`src/rtl/mem_arbiter_pkg.sv`:
```
// Shared definitions for the byte-wide RAM arbiter: FSM states, width codes, byte counts.
package mem_arbiter_pkg;

  typedef enum logic [1:0] {
    StIdle,
    StRdIf,
    StRdMa,
    StWrMa
  } state_e;

  localparam logic [2:0] WidthByte = 3'b001;
  localparam logic [2:0] WidthHalf = 3'b010;
  localparam logic [2:0] WidthWord = 3'b100;
  localparam int unsigned UnsignedBit = 2;

  localparam logic [2:0] NumByte = 3'd1;
  localparam logic [2:0] NumHalf = 3'd2;
  localparam logic [2:0] NumWord = 3'd4;

  // Unlisted codes (000, 011, 111) fall through to a full word.
  function automatic logic [2:0] width_bytes(input logic [2:0] width);
    logic [2:0] n;
    case (width[1:0])
      WidthByte[1:0]: n = NumByte;
      WidthHalf[1:0]: n = NumHalf;
      default:        n = NumWord;
    endcase
    return n;
  endfunction

endpackage

```
`src/rtl/mem_arbiter_if.sv`:
```
// Request/response and RAM-side signals of the arbiter; slave is the arbiter, master the rest.
interface mem_arbiter_if #(
  parameter int unsigned ADDR_W = 32
);
  logic              if_req;
  logic [ADDR_W-1:0] if_addr;
  logic              if_flush;
  logic              if_done;
  logic [31:0]       if_data;
  logic              if_busy;

  logic              ma_req;
  logic              ma_we;
  logic [ADDR_W-1:0] ma_addr;
  logic [2:0]        ma_width;
  logic [31:0]       ma_wdata;
  logic              ma_done;
  logic [31:0]       ma_rdata;
  logic              ma_busy;

  logic [ADDR_W-1:0] mem_a;
  logic [7:0]        mem_dout;
  logic              mem_wr;
  logic [7:0]        mem_din;

  modport slave (
    input  if_req, if_addr, if_flush, ma_req, ma_we, ma_addr, ma_width, ma_wdata, mem_din,
    output if_done, if_data, if_busy, ma_done, ma_rdata, ma_busy, mem_a, mem_dout, mem_wr
  );

  modport master (
    output if_req, if_addr, if_flush, ma_req, ma_we, ma_addr, ma_width, ma_wdata, mem_din,
    input  if_done, if_data, if_busy, ma_done, ma_rdata, ma_busy, mem_a, mem_dout, mem_wr
  );

endinterface

```
`src/rtl/mem_load_ext.sv`:
```
// Sign/zero extension of an assembled little-endian load according to the MA width code.
module mem_load_ext
  import mem_arbiter_pkg::*;
(
  input  logic [31:0] data,
  input  logic [2:0]  width,
  output logic [31:0] result
);

  logic zext;
  assign zext = width[UnsignedBit];

  always_comb begin
    result = data;
    case (width[1:0])
      WidthByte[1:0]: result = {{24{data[7] & ~zext}}, data[7:0]};
      WidthHalf[1:0]: result = {{16{data[15] & ~zext}}, data[15:0]};
      default:        result = data;
    endcase
  end

endmodule

```
`src/rtl/mem_arbiter.sv`:
```
// Shares one byte-wide RAM port between instruction fetch and the memory-access stage,
// splitting multi-byte requests into little-endian byte transactions.
module mem_arbiter
  import mem_arbiter_pkg::*;
#(
  parameter int unsigned ADDR_W = 32
) (
  input logic          clk,
  input logic          rst,
  input logic          rdy,
  mem_arbiter_if.slave bus
);

  state_e            state_q, state_d;
  logic [2:0]        cnt_q, cnt_d;
  logic [2:0]        nbytes_q, nbytes_d;
  logic [2:0]        width_q, width_d;
  logic [31:0]       wdata_q, wdata_d;
  logic [31:0]       buf_q, buf_d;
  logic [ADDR_W-1:0] mem_a_q, mem_a_d;
  logic [7:0]        mem_dout_q, mem_dout_d;
  logic              mem_wr_q, mem_wr_d;
  logic              if_done_q, if_done_d;
  logic              ma_done_q, ma_done_d;
  logic [31:0]       if_data_q, if_data_d;
  logic [31:0]       ma_rdata_q, ma_rdata_d;

  logic [1:0]        last_lane;
  logic [1:0]        cap_lane;
  logic [31:0]       asm_data;
  logic [31:0]       ext_data;

  // The final byte arrives on the completing edge, so it is merged straight from mem_din.
  assign last_lane = 2'(nbytes_q - 3'd1);
  assign cap_lane  = 2'(cnt_q - 3'd2);

  always_comb begin
    asm_data = buf_q;
    asm_data[{last_lane, 3'b000} +: 8] = bus.mem_din;
  end

  mem_load_ext u_load_ext (
    .data   (asm_data),
    .width  (width_q),
    .result (ext_data)
  );

  always_comb begin
    state_d    = state_q;
    cnt_d      = cnt_q;
    nbytes_d   = nbytes_q;
    width_d    = width_q;
    wdata_d    = wdata_q;
    buf_d      = buf_q;
    mem_a_d    = mem_a_q;
    mem_dout_d = mem_dout_q;
    mem_wr_d   = mem_wr_q;
    if_done_d  = 1'b0;
    ma_done_d  = 1'b0;
    if_data_d  = if_data_q;
    ma_rdata_d = ma_rdata_q;

    unique case (state_q)
      StIdle: begin
        cnt_d = 3'd0;
        if (bus.ma_req && !ma_done_q) begin
          nbytes_d = width_bytes(bus.ma_width);
          width_d  = bus.ma_width;
          wdata_d  = bus.ma_wdata;
          mem_a_d  = bus.ma_addr;
          buf_d    = '0;
          cnt_d    = 3'd1;
          if (bus.ma_we) begin
            mem_wr_d   = 1'b1;
            mem_dout_d = bus.ma_wdata[7:0];
            state_d    = StWrMa;
          end else begin
            state_d = StRdMa;
          end
        end else if (bus.if_req && !if_done_q && !bus.if_flush) begin
          nbytes_d = NumWord;
          mem_a_d  = bus.if_addr;
          buf_d    = '0;
          cnt_d    = 3'd1;
          state_d  = StRdIf;
        end
      end

      StRdIf, StRdMa: begin
        if (state_q == StRdIf && bus.if_flush) begin
          state_d = StIdle;
          cnt_d   = 3'd0;
        end else begin
          cnt_d = cnt_q + 3'd1;
          if (cnt_q < nbytes_q) begin
            mem_a_d = mem_a_q + ADDR_W'(1);
          end
          if (cnt_q >= 3'd2) begin
            buf_d[{cap_lane, 3'b000} +: 8] = bus.mem_din;
          end
          if (cnt_q == nbytes_q + 3'd1) begin
            state_d = StIdle;
            cnt_d   = 3'd0;
            if (state_q == StRdIf) begin
              if_done_d = 1'b1;
              if_data_d = asm_data;
            end else begin
              ma_done_d  = 1'b1;
              ma_rdata_d = ext_data;
            end
          end
        end
      end

      StWrMa: begin
        if (cnt_q < nbytes_q) begin
          mem_a_d    = mem_a_q + ADDR_W'(1);
          mem_dout_d = wdata_q[{cnt_q[1:0], 3'b000} +: 8];
          cnt_d      = cnt_q + 3'd1;
        end else begin
          mem_wr_d  = 1'b0;
          ma_done_d = 1'b1;
          state_d   = StIdle;
          cnt_d     = 3'd0;
        end
      end

      default: state_d = StIdle;
    endcase
  end

  always_ff @(posedge clk) begin
    if (rst) begin
      state_q    <= StIdle;
      cnt_q      <= 3'd0;
      nbytes_q   <= 3'd0;
      width_q    <= 3'd0;
      wdata_q    <= '0;
      buf_q      <= '0;
      mem_a_q    <= '0;
      mem_dout_q <= '0;
      mem_wr_q   <= 1'b0;
      if_done_q  <= 1'b0;
      ma_done_q  <= 1'b0;
      if_data_q  <= '0;
      ma_rdata_q <= '0;
    end else if (rdy) begin
      state_q    <= state_d;
      cnt_q      <= cnt_d;
      nbytes_q   <= nbytes_d;
      width_q    <= width_d;
      wdata_q    <= wdata_d;
      buf_q      <= buf_d;
      mem_a_q    <= mem_a_d;
      mem_dout_q <= mem_dout_d;
      mem_wr_q   <= mem_wr_d;
      if_done_q  <= if_done_d;
      ma_done_q  <= ma_done_d;
      if_data_q  <= if_data_d;
      ma_rdata_q <= ma_rdata_d;
    end
  end

  assign bus.mem_a    = mem_a_q;
  assign bus.mem_dout = mem_dout_q;
  assign bus.mem_wr   = mem_wr_q;
  assign bus.if_done  = if_done_q;
  assign bus.ma_done  = ma_done_q;
  assign bus.if_data  = if_data_q;
  assign bus.ma_rdata = ma_rdata_q;
  assign bus.if_busy  = bus.if_req & ~if_done_q;
  assign bus.ma_busy  = bus.ma_req & ~ma_done_q;

endmodule

```
`src/flat_wrapper.sv`:
```
// flat-port wrapper written by rule: the top's interface ports become plain ports
module mem_arbiter_flat import mem_arbiter_pkg::*;
#(
  parameter int unsigned ADDR_W = 32
)
  (clk, rst, rdy, bus_if_req, bus_if_addr, bus_if_flush, bus_ma_req, bus_ma_we, bus_ma_addr, bus_ma_width, bus_ma_wdata, bus_mem_din, bus_if_done, bus_if_data, bus_if_busy, bus_ma_done, bus_ma_rdata, bus_ma_busy, bus_mem_a, bus_mem_dout, bus_mem_wr);
  mem_arbiter_if #(.ADDR_W(ADDR_W)) bus_i ();
  input logic clk;
  input logic rst;
  input logic rdy;
  input wire logic [$bits(bus_i.if_req)-1:0] bus_if_req;
  input wire logic [$bits(bus_i.if_addr)-1:0] bus_if_addr;
  input wire logic [$bits(bus_i.if_flush)-1:0] bus_if_flush;
  input wire logic [$bits(bus_i.ma_req)-1:0] bus_ma_req;
  input wire logic [$bits(bus_i.ma_we)-1:0] bus_ma_we;
  input wire logic [$bits(bus_i.ma_addr)-1:0] bus_ma_addr;
  input wire logic [$bits(bus_i.ma_width)-1:0] bus_ma_width;
  input wire logic [$bits(bus_i.ma_wdata)-1:0] bus_ma_wdata;
  input wire logic [$bits(bus_i.mem_din)-1:0] bus_mem_din;
  output wire logic [$bits(bus_i.if_done)-1:0] bus_if_done;
  output wire logic [$bits(bus_i.if_data)-1:0] bus_if_data;
  output wire logic [$bits(bus_i.if_busy)-1:0] bus_if_busy;
  output wire logic [$bits(bus_i.ma_done)-1:0] bus_ma_done;
  output wire logic [$bits(bus_i.ma_rdata)-1:0] bus_ma_rdata;
  output wire logic [$bits(bus_i.ma_busy)-1:0] bus_ma_busy;
  output wire logic [$bits(bus_i.mem_a)-1:0] bus_mem_a;
  output wire logic [$bits(bus_i.mem_dout)-1:0] bus_mem_dout;
  output wire logic [$bits(bus_i.mem_wr)-1:0] bus_mem_wr;
  assign bus_i.if_req = bus_if_req;
  assign bus_i.if_addr = bus_if_addr;
  assign bus_i.if_flush = bus_if_flush;
  assign bus_i.ma_req = bus_ma_req;
  assign bus_i.ma_we = bus_ma_we;
  assign bus_i.ma_addr = bus_ma_addr;
  assign bus_i.ma_width = bus_ma_width;
  assign bus_i.ma_wdata = bus_ma_wdata;
  assign bus_i.mem_din = bus_mem_din;
  assign bus_if_done = bus_i.if_done;
  assign bus_if_data = bus_i.if_data;
  assign bus_if_busy = bus_i.if_busy;
  assign bus_ma_done = bus_i.ma_done;
  assign bus_ma_rdata = bus_i.ma_rdata;
  assign bus_ma_busy = bus_i.ma_busy;
  assign bus_mem_a = bus_i.mem_a;
  assign bus_mem_dout = bus_i.mem_dout;
  assign bus_mem_wr = bus_i.mem_wr;
  mem_arbiter #(.ADDR_W(ADDR_W)) u_core (.clk(clk), .rst(rst), .rdy(rdy), .bus(bus_i));
endmodule
```
`config.mk`:
```
export PLATFORM = sky130hd
export DESIGN_NAME = mem_arbiter_flat
export DESIGN_NICKNAME = d
export VERILOG_FILES = /design/src/rtl/mem_arbiter_pkg.sv /design/src/rtl/mem_arbiter_if.sv /design/src/rtl/mem_load_ext.sv /design/src/rtl/mem_arbiter.sv /design/src/flat_wrapper.sv
export SDC_FILE = /design/constraint.sdc
export NUM_CORES = 1
export LEC_CHECK = 0
export ABC_AREA = 1
export CORE_MARGIN = 4
export CORE_UTILIZATION = 55
export CTS_CLUSTER_SIZE = 12
export DETAILED_ROUTE_END_ITERATION = 10
export PLACE_DENSITY_LB_ADDON = 0.05
export SLEW_MARGIN = 20
export SYNTH_ARGS = -nofsm -noshare
export SYNTH_HDL_FRONTEND = slang
export SYNTH_SLANG_ARGS = --single-unit
export TNS_END_PERCENT = 5
```
`constraint.sdc`:
```
create_clock -name clk -period 6.2 [get_ports clk]
set_clock_uncertainty 0.15 [all_clocks]
set_input_delay 1.55 -clock clk [delete_from_list [all_inputs] [get_ports clk]]
set_output_delay 1.55 -clock clk [all_outputs]
set_load 0.05 [all_outputs]
```
==> results of run 1 <==
[layout make-up]
type / instances / area share
multi-input combinational: 1190 / 0.432
tap: 225 / 0.0222
inverter: 110 / 0.0333
clock buffer: 20 / 0.0353
timing repair buffer: 232 / 0.181
sequential: 182 / 0.288
clock inverter: 12 / 0.00928
[synth_stat cells, types with 2 or more instances]
master,instances,area share
sky130_fd_sc_hd__nand3_1,92,0.046
sky130_fd_sc_hd__o21ai_0,142,0.071
sky130_fd_sc_hd__ha_1,20,0.025
sky130_fd_sc_hd__and2_1,8,0.0050
sky130_fd_sc_hd__nand2_4,2,0.0023
sky130_fd_sc_hd__nor2_1,320,0.12
sky130_fd_sc_hd__a31oi_1,8,0.0050
sky130_fd_sc_hd__inv_2,8,0.0030
sky130_fd_sc_hd__nand2_1,389,0.15
sky130_fd_sc_hd__clkinv_1,2,0.00075
sky130_fd_sc_hd__a21oi_1,95,0.048
sky130_fd_sc_hd__inv_1,97,0.037
sky130_fd_sc_hd__buf_2,21,0.011
sky130_fd_sc_hd__nor2_4,4,0.0045
sky130_fd_sc_hd__clkbuf_1,46,0.017
sky130_fd_sc_hd__and3_1,2,0.0013
sky130_fd_sc_hd__nand3_2,5,0.0050
sky130_fd_sc_hd__o21ai_1,34,0.017
sky130_fd_sc_hd__xor2_1,8,0.0070
sky130_fd_sc_hd__nand4_1,12,0.0075
sky130_fd_sc_hd__buf_1,4,0.0015
sky130_fd_sc_hd__buf_4,11,0.0083
sky130_fd_sc_hd__buf_6,5,0.0057
sky130_fd_sc_hd__nor2_2,6,0.0038
sky130_fd_sc_hd__nand3b_1,12,0.0090
sky130_fd_sc_hd__dfxtp_1,182,0.37
sky130_fd_sc_hd__o21bai_1,2,0.0015
sky130_fd_sc_hd__o22ai_1,18,0.011
sky130_fd_sc_hd__or2_2,2,0.0013
sky130_fd_sc_hd__inv_4,3,0.0019
[layout by cell type, fill, tap and decap left out, types with 2 or more instances in the layout]
| cell | count |
|---|---|
| sky130_fd_sc_hd__a31oi_1 | 8 |
| sky130_fd_sc_hd__inv_6 | 3 |
| sky130_fd_sc_hd__buf_4 | 10 |
| sky130_fd_sc_hd__nand4_1 | 12 |
| sky130_fd_sc_hd__o21bai_1 | 2 |
| sky130_fd_sc_hd__and3_1 | 2 |
| sky130_fd_sc_hd__inv_4 | 3 |
| sky130_fd_sc_hd__clkbuf_1 | 2 |
| sky130_fd_sc_hd__nand3_2 | 5 |
| sky130_fd_sc_hd__inv_1 | 97 |
| sky130_fd_sc_hd__clkinv_4 | 2 |
| sky130_fd_sc_hd__clkdlybuf4s50_1 | 221 |
| sky130_fd_sc_hd__and2_1 | 8 |
| sky130_fd_sc_hd__inv_2 | 8 |
| sky130_fd_sc_hd__nand3_1 | 92 |
| sky130_fd_sc_hd__nor2_4 | 4 |
| sky130_fd_sc_hd__a21oi_1 | 95 |
| sky130_fd_sc_hd__or2_2 | 2 |
| sky130_fd_sc_hd__xor2_1 | 8 |
| sky130_fd_sc_hd__nand2_4 | 2 |
| sky130_fd_sc_hd__o21ai_0 | 142 |
| sky130_fd_sc_hd__clkinv_2 | 3 |
| sky130_fd_sc_hd__nor2_2 | 7 |
| sky130_fd_sc_hd__o21ai_1 | 34 |
| sky130_fd_sc_hd__o22ai_1 | 18 |
| sky130_fd_sc_hd__clkinvlp_4 | 3 |
| sky130_fd_sc_hd__ha_1 | 20 |
| sky130_fd_sc_hd__nand2_1 | 389 |
| sky130_fd_sc_hd__clkbuf_16 | 17 |
| sky130_fd_sc_hd__dfxtp_1 | 182 |
| sky130_fd_sc_hd__nand3b_1 | 12 |
| sky130_fd_sc_hd__nor2_1 | 319 |
[worst max-delay path: cells and delay by family]
family	cells	cell delay (ns)
buffers and inverters	3	1.39
and+or+nand+nor	1	0.15
[per-stage QoR]
step | setup WS (ns) | power (mW) | hold slack [ns]
6_report | 1.41 | 3.89 | 0.306
5_1_grt | 1.38 | 4.10 | 0.328
4_1_cts | 1.41 | 3.88 | 0.306
3_5_place_dp | 1.41 | 2.83 | 0.296
3_3_place_gp | 1.42 | 2.80 | 0.293
2_1_floorplan | 2.08 | 2.41 | 0.280
[worst min-delay path by stage]
stage	to	slack [ns]	from	cells past startpoint
floorplan	u_core.wdata_q[11]$_SDFFE_PP0P_	0.28	u_core.wdata_q[11]$_SDFFE_PP0P_	2
global placement	u_core.wdata_q[14]$_SDFFE_PP0P_	0.29	u_core.wdata_q[14]$_SDFFE_PP0P_	2
detailed placement	u_core.wdata_q[11]$_SDFFE_PP0P_	0.30	u_core.wdata_q[11]$_SDFFE_PP0P_	2
CTS	u_core.wdata_q[10]$_SDFFE_PP0P_	0.31	u_core.wdata_q[10]$_SDFFE_PP0P_	2
global route	u_core.wdata_q[10]$_SDFFE_PP0P_	0.33	u_core.wdata_q[10]$_SDFFE_PP0P_	2
finish	u_core.wdata_q[10]$_SDFFE_PP0P_	0.31	u_core.wdata_q[10]$_SDFFE_PP0P_	2
[power by group through the flow]
stage | Combinational, mW | Clock (mW) | Sequential, mW
final | 1.37 | 1.06 | 1.45
after global routing | 1.50 | 1.12 | 1.47
after CTS | 1.36 | 1.07 | 1.45
after detailed placement | 1.35 | 0 | 1.48
after global placement | 1.33 | 0 | 1.47
after floorplan | 0.740 | 0 | 1.67
[layer usage]
layer | vias up | GRT usage | share of wire
met5 | - | 0 | 0
met2 | 442 | 0.465 | 0.46
met4 | 0 | 0.0920 | 0.022
met1 | 4875 | 0.404 | 0.44
li1 | 5361 | - | -
met3 | 52 | 0.0514 | 0.077
[sequential cells by signal, indices dropped and copies added (netlist names)]
register	cells
u_core.state_q	2
u_core.bus.mem_wr	1
u_core.bus.if_data	32
u_core.bus.ma_done	1
u_core.wdata_q	32
u_core.bus.mem_dout	8
u_core.cnt_q	3
u_core.bus.ma_rdata	32
u_core.bus.if_done	1
u_core.bus.mem_a	32
u_core.width_q	3
u_core.buf_q	32
u_core.nbytes_q	3
[cell families after synthesis]
logic type	count (synthesis)	synth area share
flops	182	0.366
compound gates	303	0.158
xor+xnor	8	0.00703
fa+ha+maj	20	0.0251
simple gates	859	0.359
buf+inv	197	0.0855
==> impl_summary.md, run 1 <==
Flow run
The number of maximum-capacitance constraint violations is 0.

Outcome
The flow ran to the end, and the final reports show no timing, DRC or antenna violations.

Cells and area
The multi-input combinational cells in the finished layout cover a total of 5470 um^2. At the end of the flow, the number of nets in the layout was 1,867. Of the cells placed in the final design, the portion with a size suffix greater than 1 is 0.0452. The final core utilization is 0.723. The area overhead of the layout relative to synthesis is 27.2%. The number of fillers in the final layout is 1,557. Once layout is done, the placed cells without fillers occupy 12,700 um^2. The number of cells in the finished layout apart from fillers is 1,971. The number of antenna diodes in the final layout is 0. The sequential cells in the finished layout cover a total of 3640 um^2.

Power
The sequential power share is 0.374. The highest ir drop seen on vdd is 0.000224 V. The cell leakage power is 5.22 nW.

Of the total power, the share spent switching nets is 0.394. The internal cell power is 2.36 mW. The share of total power dissipated in the clock network is 0.274. For this design the total switching power over the nets is 1.53 mW.

In this run the power density over the cells is 307 nW/um^2. The proportion of power drawn by combinational gates is 0.352.

Route
The routed wire length is 30,300 um. The post-detailed-route wirelength per cell is 15.4 um. In this run, the number of DRC markers left after iteration 0 of detailed routing was 817.

Across all layers, the routed design uses 10,730 vias. After detailed routing, the number of remaining DRC violations is 0. The number of antenna-violating nets in the routed design is 0. The post-detailed-route via-to-cell ratio is 5.44.

The first detailed-routing pass ran for 6 iterations.

Timing
For the pin with the worst max-slew slack, the measured transition is 1.11 ns. The remaining max-slew budget at the tightest pin is 0.263. Dividing the final minimum period by the clock period gives 0.773. The maximum achievable frequency is 209 MHz. Setup violations remaining at the end of the flow were counted as 0. The number of pins with negative max-slew slack in the final report came to 0. The count of final hold-check violations is 0. The total negative slack is 0 ns. Setup repair after global routing left no endpoint under its margin. The time the final worst path needs with I/O delays and setup is 4.79 ns.

Die
The number of top-level pins is 223. The starting utilization of the core area is 0.568. The overall die height is 143 um. The core outline area is 17,500 um^2. The die covers 20,300 um^2. The floorplan has 48 rows.

Measured along the x axis, the die boundary spans 143 um.

Place
The total cell area at the placement stage is 12,100 um^2. The placer congestion estimate is 0.937. The number of placed instances with taps included is 1,939. The detailed-placement wirelength estimate is 21,500 um. In this run the tool buffered the top-level ports with 222 buffer cells.

Global routing
The largest net degree at the start of global routing is 83. Summed over all layers, the global routing overflow is 0. The first-pass GRT wire length is 48,700 um.

The via count of the first global-routing pass was 9,709. The initial antenna violation count is 0. For this run, the total global-route usage over all layers was measured as 0.292.

CTS
Clock tree synthesis found a total of 182 sinks. The clock tree from TritonCTS is done. The CTS buffer count is 17.

The clock transition at the registers of the reported paths is 0.07 ns. The number of gates given a new drive strength after cts is 0. The root buffer selected by CTS is sky130_fd_sc_hd__clkbuf_16. The worst-case clock buffer depth is 2. After clock tree synthesis, the setup repair step added 0 buffers. The number of hold buffers added after cts is 0. The later pin in the worst-skew pair is clocked with a latency of 0.44 ns. CTS built an H-tree with a depth of 4.

Critical path
The worst path arrival time is 3.09 ns. The largest single stage delay on the critical path is 0.83 ns. The worst path required time is 4.50 ns.

The internal reg-to-reg setup slack is 2.03 ns. The start point of the critical path is bus_ma_req. The critical path ends at bus_ma_busy.

In this run the critical register-to-register path is captured at u_core.bus.ma_rdata[27]$_SDFFE_PP0P_. The sort of element at the end of the critical path is an output pin. The number of cells on the worst reg-to-reg path is 10.

Among the stages of the critical path, the cell type that occurs most often is sky130_fd_sc_hd__clkdlybuf4s50_1. The worst register-to-register path begins at u_core.cnt_q[0]$_SDFFE_PP0P_. The slowest library cell on the worst path is sky130_fd_sc_hd__clkdlybuf4s50_1. The signal on the critical path passes through clkdlybuf4s50_1, inv_1, nor2_2, clkdlybuf4s50_1. The maximum fanout along the worst path is 2. The start-to-end type of the worst setup path is input port to output pin. The worst setup path is launched from an input port.

Logic synthesis
Synthesis inferred 182 register bits. The number of warnings reported in the yosys synthesis log is 0. The cell count after synthesis is 1,569.

The count of flip-flops with a built-in enable after synthesis is 0. Summing every instance area after synthesis gives 9960 um^2. Of the synthesized area, sequential elements account for 0.366. The commonest register cell after synthesis is sky130_fd_sc_hd__dfxtp_1. The total nets after synthesis is 1,703.

A synthesized cell averages 6.35 um^2. Counting distinct cell types in the post-synthesis netlist gives 39. In the synthesized netlist the async set-or-reset flop fraction comes to 0.

Worst hold path
The worst hold path belongs to the class flop to flop.
No activity file was read; power rests on OpenSTA's default activity.
==> inputs of run 2 (changes only) <==
--- a/config.mk
+++ b/config.mk
@@ -7,7 +7,7 @@
 export LEC_CHECK = 0
 export ABC_AREA = 1
 export CORE_MARGIN = 4
-export CORE_UTILIZATION = 55
+export CORE_UTILIZATION = 51
 export CTS_CLUSTER_SIZE = 12
 export DETAILED_ROUTE_END_ITERATION = 10
 export PLACE_DENSITY_LB_ADDON = 0.05
==> constraint.sdc (replaced) <==
create_clock -name clk -period 4.9 [get_ports clk]
set_clock_uncertainty 0.15 [all_clocks]
set_input_delay 1.225 -clock clk [delete_from_list [all_inputs] [get_ports clk]]
set_output_delay 1.225 -clock clk [all_outputs]
set_load 0.05 [all_outputs]
==> impl_summary.md, run 2 (synthesis gave the netlist of run 1 again) <==
Global routing
The remaining global-route overflow is 0. The via count of the first global-routing pass is 9,650. For this run, the total global-route usage over all layers was measured as 0.272. The first global-routing pass estimated 49,000 um of wire. Entering global routing, the biggest net connects 75 pins. The initial antenna violation count is 1.

Place
Summed over all nets, the half-perimeter wirelength after detailed placement is 21,400 um. The placer congestion estimate is 0.929. The count of buffers added on input and output ports is 222.

CTS
After clock tree synthesis, the clock-pin slew on the worst setup and hold paths is 0.07 ns. The CTS buffer count is 17. After clock tree synthesis, the setup repair step added 0 buffers. The sink count of the clock tree is 182. The clock tree from TritonCTS is done. For the worst-skew pair, the clock arrives at the later sink with an insertion delay of 0.44 ns. The number of hold buffers added after cts is 0. Clock tree synthesis selected as its root buffer the cell sky130_fd_sc_hd__clkbuf_16. The clock passes through at most 2 buffers.

The level count of the clock H-tree is 4. Gates resized during post-CTS repair numbered 0.

Critical path
The sort of element at the start of the critical path is an input port. The worst path arrival time is 2.93 ns. The sort of element at the end of the critical path is an output pin.

The worst reg-to-reg path cell count is 10. The worst register-to-register path has a setup slack of 1.89 ns. The start-to-end type of the worst setup path is input port to output pin. In this run the worst path has a maximum fanout of 2. The start point of the critical path is bus_if_req. The worst reg2reg path startpoint is u_core.nbytes_q[0]$_SDFFE_PP0P_. The worst path required time is 3.52 ns.

The terminus of the critical flop-to-flop path is u_core.bus.ma_rdata[30]$_SDFFE_PP0P_. The termination of the worst setup path is bus_if_busy.

Power
The highest ir drop seen on vdd is 0.000271 V. The internal portion of the total power is 3.05 mW. The total design power is 5.01 mW. The share of total power dissipated in sequential elements is 0.365. The net switching share of the total power is 0.391.

The cell leakage power is 5.28 nW. Power spread over the standard cell area amounts to 391 nW/um^2. The share of total power dissipated in combinational logic is 0.346.

The power dissipated by switching net loads is 1.96 mW. The power share of the clock group is 0.288.

Route
In the final routed layout, each cell accounts on average for 15.1 um. The number of antenna-violating nets in the routed design is 0. Using the TritonRoute via totals, the vias-per-cell ratio works out to 5.27.

The post-detailed-route DRC marker count is 0. The number of optimization iterations in the first detailed-route pass is 5. The detailed router placed 10,593 vias in this run. After the first detailed-routing iteration, the DRC count stood at 892. Wires add up to 30,300 um.

Die
The core outline area is 19,000 um^2. The area of the die is 21,800 um^2. The floorplan step set the die width to 148 um. For this configuration, the core starts out at a cell density of 0.525.

Measured along the y axis, the die boundary spans 148 um. For this design the top-level I/O count stands at 223. The floorplan has 50 rows.

Flow run
The number of maximum-capacitance constraint violations is 0.

Timing
The remaining max-slew budget at the tightest pin is 0.369. The number of setup violations in the final report is 0. For the finished layout, the period the worst path requires is 4.30 ns. In the finished design, the share of the clock period the worst path needs comes to 0.878. The count of final hold-check violations was 0. The worst-case hold slack is 0.304 ns. The transition time at the pin with the least slew margin is 0.946 ns. In the final timing run, aggregate negative setup slack is 0 ns. The number of pins with negative max-slew slack in the final report came to 0.

Setup repair after global routing left no endpoint under its margin. Based on the critical path, the design can be clocked at up to 232 MHz.

Worst hold path
In this run the worst hold path is classified as flop to flop. The critical hold path startpoint is u_core.wdata_q[8]$_SDFFE_PP0P_.

Outcome
The flow ran to the end, and the final reports show no timing, DRC or antenna violations.

Cells and area
In the layout the commonest cells are sky130_fd_sc_hd__nand2_1 (389), sky130_fd_sc_hd__nor2_1 (319), sky130_fd_sc_hd__clkdlybuf4s50_1 (220), sky130_fd_sc_hd__dfxtp_1 (182), sky130_fd_sc_hd__o21ai_0 (142). Compared with the post-synthesis result, the final layout area differs by 28.7%. At the end of the flow the core is filled with cells to 0.676. Leaving out fill and tap cells, the most frequent cell in the layout is sky130_fd_sc_hd__nand2_1.

The total number of nets in the final design is 1,870. Of the cells placed in the final design, the portion with a size suffix greater than 1 is 0.0486.
run 2: power by group through the flow:
stage / clock, mW / combinational (mW) / sequential (mW)
floorplan: 0 / 0.937 / 2.12
global placement: 0 / 1.70 / 1.85
detailed placement: 0 / 1.72 / 1.86
CTS: 1.46 / 1.73 / 1.83
global route: 1.52 / 1.92 / 1.85
finish: 1.45 / 1.74 / 1.83
run 2: final cells by class:
cell class,count,area (um^2)
Antenna cell,1,2.50
Clock buffer,18,439
Clock inverter,14,191
Fill cell,1711,6140
Inverter,110,422
Multi-Input combinational cell,1190,5470
Sequential cell,182,3640
Tap cell,260,325
Timing Repair Buffer,235,2320
run 2: layer usage:
layer / track usage / part of all wire / up-vias
met3: 0.0454 / 0.069 / 38
met2: 0.441 / 0.46 / 375
met1: 0.375 / 0.46 / 4803
met4: 0.0736 / 0.018 / 0
li1: - / - / 5377
met5: 0 / 0 / -
run 2: worst max-delay path: stages:
cell	delay, ns
sky130_fd_sc_hd__clkdlybuf4s50_1	0.50
sky130_fd_sc_hd__inv_1	0.05
sky130_fd_sc_hd__nor2_1	0.23
sky130_fd_sc_hd__clkdlybuf4s50_1	0.92
run 2: stage by stage:
| step | cells | setup slack [ns] | area [um^2] |
|---|---|---|---|
| final | 2010 | 0.596 | 12800 |
| after global routing | 2010 | 0.575 | 12800 |
| after CTS | 2009 | 0.627 | 12800 |
| after detailed placement | 1977 | 0.631 | 12200 |
| after global placement | 1977 | 0.627 | 12200 |
| after floorplan | 1569 | 1.43 | 9960 |
run 2: how the worst min path moves through the flow:
stage	to	slack, ns	cells past startpoint
floorplan	u_core.wdata_q[11]$_SDFFE_PP0P_	0.28	2
global placement	u_core.wdata_q[8]$_SDFFE_PP0P_	0.29	2
detailed placement	u_core.wdata_q[8]$_SDFFE_PP0P_	0.30	2
CTS	u_core.wdata_q[8]$_SDFFE_PP0P_	0.31	2
global route	u_core.wdata_q[15]$_SDFFE_PP0P_	0.32	2
finish	u_core.wdata_q[8]$_SDFFE_PP0P_	0.30	2
